`src/rtl/ssd_pkg.sv`:
```
// Shared codes, select patterns and scan state for the 4-digit seven-segment scanner.
package ssd_pkg;

  localparam logic [3:0] SS_BLANK_CODE = 4'hF;
  localparam logic [3:0] SEL_OFF       = 4'b1111;
  localparam logic [3:0] KEY_ADD       = 4'd10;
  localparam logic [3:0] KEY_SUB       = 4'd11;
  localparam logic [3:0] KEY_MUL       = 4'd12;

  typedef enum logic {
    DEAD = 1'b0,
    SHOW = 1'b1
  } scan_state_t;

  function automatic logic [3:0] digit_of(input logic [15:0] v, input logic [1:0] i);
    return v[{i, 2'b00} +: 4];
  endfunction

  // True when digit i and every digit above it are zero; digit0 is never blanked.
  function automatic logic lz_blank(input logic [15:0] v, input logic [1:0] i);
    case (i)
      2'd1:    return (v[15:4] == 12'h000);
      2'd2:    return (v[15:8] == 8'h00);
      2'd3:    return (v[15:12] == 4'h0);
      default: return 1'b0;
    endcase
  endfunction

endpackage

```
`src/rtl/ssd_slot_timer.sv`:
```
// Slot counter and digit index for the display scan; exposes next-cycle values so the
// top can register its outputs in step with the slot they belong to.
module ssd_slot_timer #(
  parameter int REFRESH_DIV = 100000,
  localparam int CW = (REFRESH_DIV > 2) ? $clog2(REFRESH_DIV) : 1
) (
  input  logic          clk,
  input  logic          rst,
  output logic [CW-1:0] o_cnt_nxt,
  output logic [1:0]    o_idx_nxt,
  output logic          o_frame_end
);

  localparam logic [CW-1:0] CNT_LAST = CW'(REFRESH_DIV - 1);

  logic [CW-1:0] r_cnt;
  logic [1:0]    r_idx;
  logic          w_slot_end;

  assign w_slot_end  = (r_cnt == CNT_LAST);
  assign o_frame_end = w_slot_end && (r_idx == 2'd3);
  assign o_cnt_nxt   = w_slot_end ? '0 : r_cnt + 1'b1;
  assign o_idx_nxt   = w_slot_end ? r_idx + 2'd1 : r_idx;

  always_ff @(posedge clk or posedge rst) begin
    if (rst) begin
      r_cnt <= '0;
      r_idx <= 2'd0;
    end else begin
      r_cnt <= o_cnt_nxt;
      r_idx <= o_idx_nxt;
    end
  end

endmodule

```
`src/rtl/ssd_scan_ctl.sv`:
```
// Four-digit display scanner: frame-aligned commit of pending codes, dead time per slot.
// Optional LEADING_ZERO_BLANK_EN blanks leading zero digits (digit0 always shown).
module ssd_scan_ctl
  import ssd_pkg::*;
#(
  parameter int REFRESH_DIV = 100000,
  parameter int DEAD_CYC    = 2000
) (
  input  logic        clk,
  input  logic        rst,
  input  logic [15:0] disp_in,
  input  logic        load,
  output logic        load_ack,
  output logic [3:0]  ssd_in,
  output logic [3:0]  ssd_sel
);

  localparam int CW = (REFRESH_DIV > 2) ? $clog2(REFRESH_DIV) : 1;
  localparam logic [CW-1:0] DEAD_LAST = CW'(DEAD_CYC);

  logic [CW-1:0] w_cnt_nxt;
  logic [1:0]    w_idx_nxt;
  logic          w_frame_end;
  scan_state_t   w_state_nxt;
  logic [15:0]   w_shadow_nxt;
  logic [3:0]    w_raw;
  logic [3:0]    w_code;
  logic          w_commit;

  logic [15:0]   r_shadow;
  logic [15:0]   r_pending;
  logic          r_pend_vld;
  logic          r_load_ack;
  logic [3:0]    r_ssd_in;
  logic [3:0]    r_ssd_sel;

  ssd_slot_timer #(.REFRESH_DIV(REFRESH_DIV)) u_timer (
    .clk        (clk),
    .rst        (rst),
    .o_cnt_nxt  (w_cnt_nxt),
    .o_idx_nxt  (w_idx_nxt),
    .o_frame_end(w_frame_end)
  );

  assign w_state_nxt = (w_cnt_nxt < DEAD_LAST) ? DEAD : SHOW;

  // A load landing on the boundary itself bypasses the pending register.
  assign w_commit     = w_frame_end && (load || r_pend_vld);
  assign w_shadow_nxt = (w_frame_end && load)       ? disp_in   :
                        (w_frame_end && r_pend_vld) ? r_pending : r_shadow;

  assign w_raw = digit_of(w_shadow_nxt, w_idx_nxt);
`ifdef LEADING_ZERO_BLANK_EN
  assign w_code = ((w_state_nxt == SHOW) && lz_blank(w_shadow_nxt, w_idx_nxt)) ?
                  SS_BLANK_CODE : w_raw;
`else
  assign w_code = w_raw;
`endif

  always_ff @(posedge clk or posedge rst) begin
    if (rst) begin
      r_shadow   <= 16'hFFFF;
      r_pending  <= 16'h0000;
      r_pend_vld <= 1'b0;
      r_load_ack <= 1'b0;
      r_ssd_in   <= SS_BLANK_CODE;
      r_ssd_sel  <= SEL_OFF;
    end else begin
      r_shadow   <= w_shadow_nxt;
      r_load_ack <= w_commit;
      if (load && !w_frame_end) begin
        r_pending <= disp_in;
      end
      if (w_frame_end) begin
        r_pend_vld <= 1'b0;
      end else if (load) begin
        r_pend_vld <= 1'b1;
      end
      r_ssd_in  <= w_code;
      r_ssd_sel <= (w_state_nxt == SHOW) ? ~(4'b0001 << w_idx_nxt) : SEL_OFF;
    end
  end

  assign load_ack = r_load_ack;
  assign ssd_in   = r_ssd_in;
  assign ssd_sel  = r_ssd_sel;

endmodule
```
`config.mk`:
```
export PLATFORM = sky130hd
export DESIGN_NAME = ssd_scan_ctl
export DESIGN_NICKNAME = d
export VERILOG_FILES = /design/src/rtl/ssd_pkg.sv /design/src/rtl/ssd_slot_timer.sv /design/src/rtl/ssd_scan_ctl.sv
export SDC_FILE = /design/constraint.sdc
export NUM_CORES = 1
export LEC_CHECK = 0
export BUFFER_PORTS_ARGS = -buffer_cell sky130_fd_sc_hd__buf_2
export CAP_MARGIN = 25
export CELL_PAD_IN_SITES_DETAIL_PLACEMENT = 0
export CELL_PAD_IN_SITES_GLOBAL_PLACEMENT = 1
export CORE_MARGIN = 3
export CORE_UTILIZATION = 35
export DETAILED_ROUTE_END_ITERATION = 10
export GPL_TIMING_DRIVEN = 0
export PLACE_DENSITY = 0.59
export SYNTH_ARGS = -nofsm -noshare
export SYNTH_HDL_FRONTEND = slang
export SYNTH_HIERARCHICAL = 1
export SYNTH_SLANG_ARGS = --single-unit
```
`constraint.sdc`:
```
create_clock -name clk -period 8.5 [get_ports clk]
set_input_delay 0.425 -clock clk [delete_from_list [all_inputs] [get_ports clk]]
set_output_delay 0.425 -clock clk [all_outputs]
set_load 0.005 [all_outputs]
```
== After elaboration in Yosys (flattened, before gate mapping) ==
Cells that the tools add are included.

* $add $sub $neg: 2
* Magnitude comparators: 1
* Equality and inequality tests: 2
* Shift operators: 2
* Multiplexer cells: 7
* Bitwise operators: 1
* Reductions and logical operators: 8

{| class="wikitable"
|+ Operators with widths
! kind !! count
|-
| 16-bit two-way mux || 2
|-
| 17-bit by 1-bit adder with 17-bit output (second input constant) || 1
|-
| 17-bit == test (second input constant) || 1
|-
| 17-bit by 11-bit < comparator with 1-bit output (second input constant) || 1
|-
| 17-bit two-way mux || 1
|-
| 16-bit by 5-bit variable part select with 4-bit output || 1
|-
| 1-bit logical AND || 5
|-
| 4-bit two-way mux || 1
|-
| 4-bit NOT || 1
|-
| 1-bit by 2-bit left shift with 4-bit output (first input constant) || 1
|-
| 2-bit by 1-bit adder with 2-bit output (second input constant) || 1
|-
| 2-bit == test (second input constant) || 1
|-
| 1-bit two-way mux || 2
|-
| 2-bit two-way mux || 1
|-
| 2-bit nonzero test || 1
|-
| 1-bit zero test || 1
|-
| 1-bit logical OR || 1
|}

* Flip-flop bits (word level): 61
* Input bits: 19
* Output and inout port bits: 9
* Word-level logic and storage cells: 31

== Depth between registers and ports, before layout ==
* Depth after elaboration: 6
* Depth in mapped cells: 10
* Gate-level depth less buffers: 8

== Cells and area by module ==
The synthesis kept the hierarchy.

{| class="wikitable"
|+ Modules (own cells, without submodules)
! module !! instances !! cells an instance !! area an instance (um^2) !! seq. area each (um^2)
|-
| ssd_scan_ctl || 1 || 147 || 2003.2 || 1081.0
|-
| ssd_slot_timer || 1 || 82 || 910.9 || 475.5
|}

== Worst setup path before layout ==
No wires, ideal clock.

* Path kind: register -> register
* From: register u_timer.r_cnt[12]
* To: register r_ssd_in[0] (netlist: ssd_in[0])
* Setup time: 0.094 ns
* Data arrival time: 2.666 ns
* Required time: 8.406 ns
* Setup slack: 5.740 ns
* Stages on the path, launching flop included: 10
* Buffers on the path: 3
* Period minus slack after synthesis: 2.760 ns
* Path through: dfrtp_1 or4b_1 nor3_1 buf_2 and2_1 buf_4 buf_4 nand2_1 o221a_2 mux4_2

* Longest elaborated chain between the ends: 6
* Elaborated cells between the ends (all ways): 8
* Classes of those cells: eq/ne: 1; shift: 1; mux: 3; reduce/logical: 3

{| class="wikitable"
|+ RTL lines
! what !! line !! source
|-
| start, declared || ssd_slot_timer.sv:16 || <nowiki>logic [CW-1:0] r_cnt;</nowiki>
|-
| start signal, assigned || ssd_slot_timer.sv:30 || <nowiki>r_cnt <= o_cnt_nxt;</nowiki>
|-
| 17-bit == test * || ssd_slot_timer.sv:20 || <nowiki>assign w_slot_end = (r_cnt == CNT_LAST);</nowiki>
|-
| 1-bit logical AND * || ssd_slot_timer.sv:21 || <nowiki>assign o_frame_end = w_slot_end && (r_idx == 2'd3);</nowiki>
|-
| via w_frame_end || ssd_scan_ctl.sv:23 || <nowiki>logic w_frame_end;</nowiki>
|-
| 1-bit logical AND || ssd_scan_ctl.sv:50 || <nowiki>(w_frame_end && r_pend_vld) ? r_pending : r_shadow;</nowiki>
|-
| 16-bit two-way mux || ssd_scan_ctl.sv:50 ||
|-
| 16-bit two-way mux * || ssd_scan_ctl.sv:49 || <nowiki>assign w_shadow_nxt = (w_frame_end && load) ? disp_in :</nowiki>
|-
| via w_shadow_nxt[0] || ssd_scan_ctl.sv:25 || <nowiki>logic [15:0] w_shadow_nxt;</nowiki>
|-
| 16-bit by 5-bit variable part select with 4-bit output * || ssd_pkg.sv:16 || <nowiki>return v[{i, 2'b00} +: 4];</nowiki>
|-
| via w_code[0] || ssd_scan_ctl.sv:27 || <nowiki>logic [3:0] w_code;</nowiki>
|-
| end signal, assigned || ssd_scan_ctl.sv:79 || <nowiki>r_ssd_in <= w_code;</nowiki>
|-
| end, declared || ssd_scan_ctl.sv:34 || <nowiki>logic [3:0] r_ssd_in;</nowiki>
|}

The timed path passes the listed nets; every way through them passes the cells marked *.
A chain may end at the register's enable or synchronous reset.

== Worst setup path after layout ==
Ends and elaborated chain as after synthesis.

==> summary.txt <==
Synth
  – Adder-cell area share of the yosys netlist: 0.8587%
  – Number of enable-type register cells in the synthesized netlist: 0
  – Number of register bits inferred by synthesis: 61
  – Post-synthesis instance area: 2914 µm²
  – Total nets after synthesis: 250
  – Gate Count Post-Synth: 229
  – XOR/XNOR share of the synthesized area: 4.208%
  – Mux share of post-synthesis cell area: 9.231%
  – Commonest register cell after synthesis: sky130_fd_sc_hd__dfrtp_1
  – Combinational family with the most area after synthesis: simple AND/OR/NAND/NOR gates
  – Count of synthesis-stage warnings from yosys: 6
  – Complex-gate fraction of the synthesized area: 9.060%
  – Simple-gate share of the synthesized area: 19.97%
  – Mean instance size in the synthesized netlist: 12.73 µm²
  – Number of distinct standard cells referenced by the synthesized netlist: 42
  – Portion of the post-synthesis area used by sequential elements: 53.41%
  – Post-synth ARST share: 100.0%

Detailed routing
  – 1st-iter DRT viols: 84
  – Via density: 5.053
  – DR WL met2: 2656 µm
  – Top Layer Used: met4
  – Remaining routing DRC violations: 0
  – DRT Pass-1 Iters: 5
  – Total detailed-routing wirelength: 6252 µm
  – Post-route met1 wirelength: 3330 µm
  – Detailed-route wire length per cell: 16.67 µm
  – Routed via count: 1895
  – Antenna Nets Post-Route: 0
  – Detailed-routed wire length on met3: 241 µm

Worst setup path
  – Worst Setup End Kind: flop
  – Ordered cell list for the critical path: or4b_1 -> nor3_1 -> buf_2 -> and2_1 -> buf_4 -> buf_4 -> nand2_1 -> o221a_2 -> mux4_2
  – Kind of critical path: reg -> reg
  – Delay of the slowest critical-path stage: 550 ps
  – WP data required: 8740 ps
  – Slowest stage cell, crit path: sky130_fd_sc_hd__or4b_1
  – Nature of the critical path startpoint: flop
  – Crit path max fanout: 10
  – R2R Path End: ssd_in[0]
  – Most frequent cell on the critical path: sky130_fd_sc_hd__buf_4
  – R2r worst-path depth: 9
  – Worst endpoint data arrival time: 3560 ps
  – Reg-to-reg startpoint: u_timer/r_cnt[12]
  – Internal reg-to-reg setup slack: 5180 ps

Clock network
  – Depth of the CTS H-tree: 3
  – Clock Sinks: 61
  – Post_cts resized: 0
  – TritonCTS clock tree: yes
  – Worst-path clk slew: 70 ps
  – Number of buffers added by the clock tree synthesis step: 9
  – Clock insertion delay at the later pin of the skew report: 330 ps
  – Number of setup buffers added after CTS: 0
  – Clock root buffer master: sky130_fd_sc_hd__clkbuf_8
  – Maximum clock path buffer count: 2
  – Count of hold buffers inserted by post-cts repair: 0

Power and ir drop
  – Post-layout total power: 0.5618 mW
  – Sequential Power Share: 53.8%
  – Total internal power: 0.4337 mW
  – Pleak: 1.471 nW
  – Part of the total power dissipated in combinational logic: 5.1%
  – Net switching share of the total power: 22.81%
  – Peak supply drop: 98.79 µV
  – Switching power: 0.1281 mW
  – Power per standard cell area: 166.5 nW/µm²
  – Power share of the clock group: 41.1%

Die
  – Floorplan die area: 9457 µm²
  – Area of the core: 7888 µm²
  – Row Count: 32
  – Die boundary height: 97.25 µm
  – Overall die width: 97.25 µm
  – Number of ports placed on the die boundary: 28
  – Initial Util: 36.94%

Timing
  – Share of the cycle needed by the critical path after routing: 39.05%
  – Final Slew Violations: 0
  – Final setup skew: 6.265 ps
  – Final setup violation count: 0
  – Setup repair after global routing missed its margin: no
  – Final TNS setup: 0 ps
  – Headroom to the max-slew limit: 50.07%
  – Hold Fails Final Rpt: 0
  – Final hold slack: 116.1 ps
  – Post-route minimum period: 3320 ps
  – Least-Margin Pin Slew: 748.2 ps
  – F_max: 301.2 MHz

Final layout
  – Layout Area Growth over Synthesis: 15.80%
  – Commonest non-fill, non-tap cell in the layout: sky130_fd_sc_hd__dfrtp_1
  – Layout cell share with drive strength beyond 1: 38.46%
  – Final #Nets: 289
  – Filler cell count: 757
  – Commonest cells after routing, fill and taps aside: sky130_fd_sc_hd__dfrtp_1 (37), sky130_fd_sc_hd__buf_2 (31), sky130_fd_sc_hd__dfstp_2 (24)
  – Utilization after layout: 42.78%
  – Diodes inserted: 0

Global route
  – Number of global-route vias before repair: 1986
  – Overall routing resource usage: 13.94%
  – Largest net degree at the start of global routing: 42
  – First-pass GRT wire length: 10490 µm
  – Total congestion overflow after global routing: 0
  – Antenna violations before repair: 0

Min path
  – Hold/Removal Path Class: in -> async

Placement
  – GP Congestion: 0.7204
  – HPWL after detailed placement: 4188 µm
  – Port Buf Inserts: 27

Job
  – Max-capacitance violation count: 0

Outcome
  – Result of the run: finished, final reports clean
[metal layers]
metal,track usage (%),vias up
li1,-,925
met1,21.02,937
met2,18.74,31
met3,4.810,2
met4,4.047,0
met5,0,-
[Yosys cell counts, types with 3 or more instances]
cell                        number  area (µm²)
sky130_fd_sc_hd__nor2_1         18       67.56
sky130_fd_sc_hd__o211ai_1        4       30.03
sky130_fd_sc_hd__inv_1           6       22.52
sky130_fd_sc_hd__nand4bb_1      11       123.9
sky130_fd_sc_hd__o211a_1        11       110.1
sky130_fd_sc_hd__o2111ai_1       4       35.03
sky130_fd_sc_hd__xor2_1          9       78.83
sky130_fd_sc_hd__buf_2           4       20.02
sky130_fd_sc_hd__nand3b_1       14       105.1
sky130_fd_sc_hd__dfrtp_1        37       925.9
sky130_fd_sc_hd__or4bb_1         5       56.30
sky130_fd_sc_hd__xnor2_1         5       43.79
sky130_fd_sc_hd__nand2_1         7       26.28
sky130_fd_sc_hd__nand4_1         5       31.28
sky130_fd_sc_hd__mux2_2         15       168.9
sky130_fd_sc_hd__clkbuf_1        6       22.52
sky130_fd_sc_hd__dfstp_2        24       630.6
sky130_fd_sc_hd__mux4_2          3       67.56
sky130_fd_sc_hd__nand3_1         3       15.01
sky130_fd_sc_hd__buf_4           4       30.03
sky130_fd_sc_hd__nor2b_1         4       25.02
sky130_fd_sc_hd__o211a_2         3       30.03
[critical path: cells and delay by family (launching register included)]
kind	cells	cell delay [ps]
compound gates	1	280
buf+inv	3	760
flops	1	420
mux	1	440
simple gates	4	1320
[final cells by class]
| type | instances | area [µm²] | area share, % |
|---|---|---|---|
| clock inverters | 4 | 22.52 | 0.6674 |
| well taps | 102 | 127.6 | 3.782 |
| multi-input cells | 148 | 1262 | 37.41 |
| plain buffers | 14 | 72.57 | 2.151 |
| inverters | 6 | 22.52 | 0.6674 |
| repair buffers | 28 | 155.1 | 4.598 |
| clock buffers | 12 | 155.1 | 4.598 |
| flip-flops and latches | 61 | 1556 | 46.13 |
[stage by stage]
stage	cell area, µm²	setup WS, ps	instances
finish	3374	5180	375
global route	3374	4990	375
CTS	3374	5173	375
detailed placement	3197	5212	359
global placement	3177	5196	358
floorplan	2914	5740	229
[registers in the layout, indices dropped and copies added, names as in the netlist]
| name | cells |
|---|---|
| u_timer/r_idx | 2 |
| ssd_sel | 4 |
| r_pending | 16 |
| u_timer/r_cnt | 17 |
| ssd_in | 4 |
| r_shadow | 16 |
| r_pend_vld | 1 |
| load_ack | 1 |
[worst max-delay path by stage]
stage                      start   endpoint  slack, ps  cells past startpoint
3_3_place_gp   u_timer/r_cnt[12]  ssd_in[0]       5200                      9
3_5_place_dp   u_timer/r_cnt[12]  ssd_in[0]       5210                      9
6_report       u_timer/r_cnt[12]  ssd_in[0]       5180                      9
5_1_grt        u_timer/r_cnt[12]  ssd_in[0]       4990                      9
2_1_floorplan  u_timer/r_cnt[12]  ssd_in[0]       5740                      9
4_1_cts        u_timer/r_cnt[12]  ssd_in[0]       5170                      9
[power groups by stage]
stage | Clock (mW) | Sequential [mW] | Combinational, mW
6_report | 0.231 | 0.302 | 0.0288
5_1_grt | 0.255 | 0.303 | 0.0322
4_1_cts | 0.242 | 0.302 | 0.0298
3_5_place_dp | 0 | 0.307 | 0.0297
3_3_place_gp | 0 | 0.307 | 0.0282
2_1_floorplan | 0 | 0.306 | 0.0187
[cell families after synthesis]
| kind of cell | after synthesis |
|---|---|
| multiplexers | 21 |
| XOR/XNOR | 14 |
| adder cells (fa/ha/maj) | 2 |
| AO/OA/AOI/OAI | 29 |
| flip-flops | 61 |
| AND/OR/NAND/NOR | 82 |
| buffers and inverters | 20 |
Note: power is estimated with default switching activity, not from simulation.
